`config.mk`:
```
export PLATFORM = sky130hd
export DESIGN_NAME = vga_scroll_sequencer
export DESIGN_NICKNAME = d
export VERILOG_FILES = /design/src/rtl/vga_scroll_sequencer.sv
export SDC_FILE = /design/constraint.sdc
export NUM_CORES = 1
export LEC_CHECK = 0
export ABC_AREA = 0
export BUFFER_PORTS_ARGS = -buffer_cell sky130_fd_sc_hd__buf_4
export CAP_MARGIN = 20
export CORE_MARGIN = 3
export CORE_UTILIZATION = 45
export DETAILED_ROUTE_END_ITERATION = 8
export PLACE_DENSITY = 0.62
export SYNTH_ARGS = -nofsm -noshare
export SYNTH_HDL_FRONTEND = slang
export SYNTH_SLANG_ARGS = --single-unit
```
`constraint.sdc`:
```
create_clock -name clk -period 3.9 [get_ports clk]
set_clock_uncertainty 0.15 [all_clocks]
set_input_delay 0.195 -clock clk [delete_from_list [all_inputs] [get_ports clk]]
set_output_delay 0.195 -clock clk [all_outputs]
set_load 0.02 [all_outputs]
```
`src/rtl/vga_scroll_sequencer.sv`:
```
// Frame-rate scroll controller: detects the vsync frame edge in the pixel clock
// domain and steps a 4-scene x/y scroll schedule once per frame.
module vga_scroll_sequencer #(
  parameter int OFS_W            = 10,
  parameter int SCROLL_FRAMES    = 120,
  parameter int HOLD_FRAMES      = 30,
  parameter int Y_WRAP           = 480,
  parameter bit VSYNC_ACTIVE_LOW = 1'b0
) (
  input  logic             clk,
  input  logic             rst_n,
  input  logic             vsync_in,
  input  logic             run_en,
  input  logic             step,
  input  logic [2:0]       speed,
  output logic [OFS_W-1:0] x_offset,
  output logic [OFS_W-1:0] y_offset,
  output logic [1:0]       scene,
  output logic             frame_tick
);

  localparam int MAX_FRAMES = (SCROLL_FRAMES > HOLD_FRAMES) ? SCROLL_FRAMES : HOLD_FRAMES;
  localparam int CNT_W      = (MAX_FRAMES > 1) ? $clog2(MAX_FRAMES) : 1;

  typedef enum logic [1:0] {SCROLL_X, HOLD_A, SCROLL_Y, HOLD_B} scene_t;

  scene_t           scene_q;
  logic [CNT_W-1:0] frame_cnt;
  logic             vs_q;        // previous vsync, normalised to 1 = asserted
  logic             step_q;
  logic             step_armed;

  logic             vs_act;
  logic             frame_edge;
  logic             step_rise;
  logic             adv;
  logic             last_frame;
  logic [OFS_W:0]   y_sum;
  logic [OFS_W-1:0] y_next;
  logic [OFS_W-1:0] x_next;

  assign vs_act     = VSYNC_ACTIVE_LOW ? ~vsync_in : vsync_in;
  assign frame_edge = vs_act & ~vs_q;
  assign step_rise  = step & ~step_q;
  assign adv        = run_en | step_armed | step_rise;

  // Scroll scenes have even encodings, hold scenes odd.
  assign last_frame = scene_q[0] ? (frame_cnt == CNT_W'(HOLD_FRAMES - 1))
                                 : (frame_cnt == CNT_W'(SCROLL_FRAMES - 1));

  assign x_next = x_offset + OFS_W'(speed);
  assign y_sum  = {1'b0, y_offset} + (OFS_W+1)'(speed);
  assign y_next = (y_sum >= (OFS_W+1)'(Y_WRAP)) ? OFS_W'(y_sum - (OFS_W+1)'(Y_WRAP))
                                                : OFS_W'(y_sum);

  assign scene = scene_q;

  always_ff @(posedge clk) begin
    if (!rst_n) begin
      x_offset   <= '0;
      y_offset   <= '0;
      scene_q    <= SCROLL_X;
      frame_tick <= 1'b0;
      frame_cnt  <= '0;
      step_armed <= 1'b0;
      step_q     <= 1'b1;
      vs_q       <= 1'b1;
    end else begin
      vs_q       <= vs_act;
      step_q     <= step;
      frame_tick <= frame_edge;
      if (frame_edge) begin
        step_armed <= 1'b0;
        if (adv) begin
          case (scene_q)
            SCROLL_X: x_offset <= x_next;
            SCROLL_Y: y_offset <= y_next;
            default: ;
          endcase
          if (last_frame) begin
            frame_cnt <= '0;
            scene_q   <= scene_t'(scene_q + 2'd1);
          end else begin
            frame_cnt <= frame_cnt + 1'b1;
          end
        end
      end else if (step_rise && !run_en) begin
        step_armed <= 1'b1;
      end
    end
  end

endmodule

```
==> impl_metrics.prom <==
# TYPE chip_impl_metric gauge
chip_impl_info{name="run_status",value="complete, no violations"} 1
chip_impl_metric{name="syn_area_per_cell",unit="um2"} 8.78
chip_impl_metric{name="clkSlewWorstSetupHoldPaths",unit="ps"} 60
chip_impl_metric{name="powerDensity",unit="nW/um2"} 274
chip_impl_metric{name="placement_rows",unit=""} 23
chip_impl_metric{name="final-instance-count-excl-fill",unit=""} 305
chip_impl_metric{name="synth_sequential_area_ratio",unit=""} 0.337
chip_impl_metric{name="place_hpwl",unit="um"} 2990
chip_impl_metric{name="post-route-drc-count",unit=""} 0
chip_impl_metric{name="finalSetupViolations",unit=""} 0
chip_impl_metric{name="ant_nets",unit=""} 0
chip_impl_metric{name="synthesis.area",unit="um2"} 1960
chip_impl_metric{name="die_width",unit="um"} 72.0
chip_impl_metric{name="multi_input_area",unit="um2"} 1230
chip_impl_info{name="final_cell_mix",value="sky130_fd_sc_hd__dfxtp_1, sky130_fd_sc_hd__buf_4, sky130_fd_sc_hd__nand2_1"} 1
chip_impl_metric{name="design.portCount",unit=""} 31
chip_impl_metric{name="clkLatencyLatePin",unit="ps"} 280
chip_impl_metric{name="synth.yosys.warnings",unit=""} 0
chip_impl_info{name="timing.hold.worst.class",value="primary input to flop"} 1
chip_impl_metric{name="floorplan.initialDensity",unit=""} 0.479
chip_impl_metric{name="max_cap_violations",unit=""} 0
chip_impl_metric{name="clock_sinks",unit=""} 33
chip_impl_metric{name="design_power_total",unit="uW"} 635
chip_impl_metric{name="synthDominantCellAreaShare",unit=""} 0.337
chip_impl_metric{name="first_global_vias",unit=""} 1474
chip_impl_metric{name="setup-tns-final",unit="ps"} 0
chip_impl_metric{name="gpl.final_weighted_congestion",unit=""} 0.748
chip_impl_info{name="end_kind",value="flop"} 1
chip_impl_metric{name="syn2layout_area_growth",unit="%"} 18.5
chip_impl_metric{name="least_margin_pin_slew",unit="ps"} 707
chip_impl_metric{name="cts_setup_buffers",unit=""} 0
chip_impl_metric{name="cts_max_level",unit=""} 2
chip_impl_metric{name="synth_seq_cells",unit=""} 33
chip_impl_metric{name="ff_latch_area",unit="um2"} 661
chip_impl_metric{name="fmaxAchievable",unit="MHz"} 304
chip_impl_metric{name="wl_per_instance",unit="um"} 13.3
chip_impl_metric{name="number_of_antenna_violations_at_the_first_check_in_global_routing",unit=""} 0
chip_impl_metric{name="fill_cells",unit=""} 402
chip_impl_metric{name="antenna_cells_inserted",unit=""} 0
chip_impl_info{name="path_class",value="flop to flop"} 1
chip_impl_info{name="cts_root_buffer",value="sky130_fd_sc_hd__clkbuf_8"} 1
chip_impl_metric{name="post_synth_edffs",unit=""} 0
chip_impl_metric{name="fp.coreArea",unit="um2"} 4090
chip_impl_metric{name="final_max_slew_viol_count",unit=""} 0
chip_impl_metric{name="final_layout_size_suffix_gt1_frac",unit=""} 0.176
chip_impl_info{name="synth_largest_area_cell",value="sky130_fd_sc_hd__dfxtp_1"} 1
chip_impl_metric{name="synth-async-reset-ratio",unit=""} 0
chip_impl_info{name="synth_top_flop_cell",value="sky130_fd_sc_hd__dfxtp_1"} 1
chip_impl_metric{name="inst_count_dp",unit=""} 296
chip_impl_metric{name="routed_wirelength",unit="um"} 4050
chip_impl_metric{name="first_pass_grt_wire_length",unit="um"} 6820
chip_impl_metric{name="maximum_number_of_pins_on_one_net_before_global_route_repair",unit=""} 21
chip_impl_metric{name="detailedRoute.firstIterationViolations",unit=""} 48
chip_impl_metric{name="groute.usage.overall",unit=""} 0.169
chip_impl_metric{name="die_area",unit="um2"} 5180
chip_impl_info{name="tritoncts_clock_tree",value="built"} 1
chip_impl_metric{name="path_max_fanout",unit=""} 5
chip_impl_metric{name="cp_data_arrival_time",unit="ps"} 3350
chip_impl_metric{name="chipHeight",unit="um"} 72.0
chip_impl_metric{name="synth_cells",unit=""} 223
chip_impl_info{name="grt_setup_unrepaired",value="no"} 1
chip_impl_metric{name="leakage_power_summed_over_all_cells",unit="nW"} 0.988
chip_impl_metric{name="final_stage_net_count",unit=""} 275
chip_impl_metric{name="numPortBuffers",unit=""} 30
chip_impl_metric{name="timing.final.crit_share",unit=""} 0.842
chip_impl_info{name="post_synth_main_area_contributors",value="sky130_fd_sc_hd__dfxtp_1, sky130_fd_sc_hd__ha_1, sky130_fd_sc_hd__xor2_1, sky130_fd_sc_hd__nand2_1, sky130_fd_sc_hd__nor2_1"} 1
chip_impl_metric{name="fin_worst_hold_slack",unit="ps"} 57.0
chip_impl_metric{name="globalRouteOverflowTotal",unit=""} 0
chip_impl_metric{name="irDropWorstVdd",unit="mV"} 0.262
chip_impl_info{name="mostFrequentLayoutCell",value="sky130_fd_sc_hd__dfxtp_1"} 1
chip_impl_metric{name="detail_route.vias_per_cell",unit=""} 5.39
chip_impl_metric{name="yosys.cell_types.count",unit=""} 52
chip_impl_metric{name="finalHoldViolations",unit=""} 0
chip_impl_metric{name="finalCriticalPeriod",unit="ps"} 3280
chip_impl_metric{name="drt-pass1-iter-count",unit=""} 4
chip_impl_metric{name="routed-via-count",unit=""} 1643
chip_impl_metric{name="required_time_of_the_worst_setup_path",unit="ps"} 3960
chip_impl_info{name="critical_path.startpoint_type",value="flop"} 1
chip_impl_metric{name="cts_max_path_buffers",unit=""} 2
chip_impl_metric{name="slew_headroom",unit=""} 0.522
chip_impl_metric{name="cts_inserted_buffers",unit=""} 5
chip_impl_metric{name="synth_nets",unit=""} 243
-- power by group --
group | internal [mW] | total, mW | switching (mW)
registers | 0.340 | 0.342 | 0.00183
clock network | 0.140 | 0.255 | 0.115
logic | 0.0172 | 0.0386 | 0.0214
-- metal layers --
| layer | GRT usage | wire length, um | up-vias |
|---|---|---|---|
| li1 | - | - | 853 |
| met1 | 0.235 | 2040 | 741 |
| met2 | 0.251 | 1780 | 41 |
| met3 | 0.0457 | 180 | 8 |
| met4 | 0.0626 | 57 | 0 |
| met5 | 0 | 0 | - |
-- cell usage after synthesis, drive strengths merged (3+ instances only) --
cell and n:
nand2 23, ha 10, nor3 3, and2 8, nor2b 3, nor2 23
nand4 5, and3 3, a21o 4, nand3 9, xnor2 7, xor2 14
o21ai 6, dfxtp 33, inv 8, nand2b 5, o311ai 3, clkbuf 6
mux2i 5, a21oi 10, o221ai 3
-- final timing paths --
path / startpoint / slack, ps / to / cells past startpoint
worst max-delay path: y_offset[0]$_SDFFE_PN0P_ / 620 / y_offset[9]$_SDFFE_PN0P_ / 8
worst min-delay path: rst_n / 60 / vs_q$_SDFF_PN1_ / 2
worst max register to register: y_offset[0]$_SDFFE_PN0P_ / 620 / y_offset[9]$_SDFFE_PN0P_ / 8
worst min register to register: y_offset[0]$_SDFFE_PN0P_ / 340 / y_offset[0]$_SDFFE_PN0P_ / 2
-- cell type report --
cell class,instances,share of cell area
clock buffers,7,0.0372
inverters,8,0.0129
repair buffers,33,0.109
flip-flops and latches,33,0.285
well taps,50,0.0270
multi-input cells,174,0.529
-- critical path: stages (launching register included) --
cell and delay, ps:
sky130_fd_sc_hd__dfxtp_1 320, sky130_fd_sc_hd__ha_1 250, sky130_fd_sc_hd__fa_1 500, sky130_fd_sc_hd__a2111oi_2 440
sky130_fd_sc_hd__o311ai_0 300, sky130_fd_sc_hd__a2111oi_4 560, sky130_fd_sc_hd__nor2_2 70, sky130_fd_sc_hd__or4_1 470
sky130_fd_sc_hd__a31oi_1 160
-- state kept, by name (all words and copies together) (netlist names) --
| register | count |
|---|---|
| y_offset | 10 |
| frame_cnt | 7 |
| vs_q | 1 |
| scene | 2 |
| x_offset | 10 |
| step_q | 1 |
| frame_tick | 1 |
| step_armed | 1 |
-- kinds of logic after synthesis --
family / after synthesis / synth area share
muxes: 5 / 0.0256
DFF: 33 / 0.337
xor gates and xnor gates: 21 / 0.0939
and+or+nand+nor: 95 / 0.258
buffers and inverters: 16 / 0.0358
adders and majority gates: 12 / 0.0843
AOI/OAI and AO/OA: 41 / 0.166
-- metrics by stage --
stage	instance area (um2)	utilization	setup WS [ps]
after floorplan	1960	-	782
after global placement	2210	0.542	683
after detailed placement	2210	0.542	620
after CTS	2320	0.568	624
after global routing	2320	0.568	414
final	2320	0.568	616
-- repair_timing --
action | 4_1_cts | 5_1_grt
hold buffers | 2 | 0
resized for setup | 0 | 0
hold endpoints to repair | 2 | 0
No activity file was read; power rests on OpenSTA's default activity.
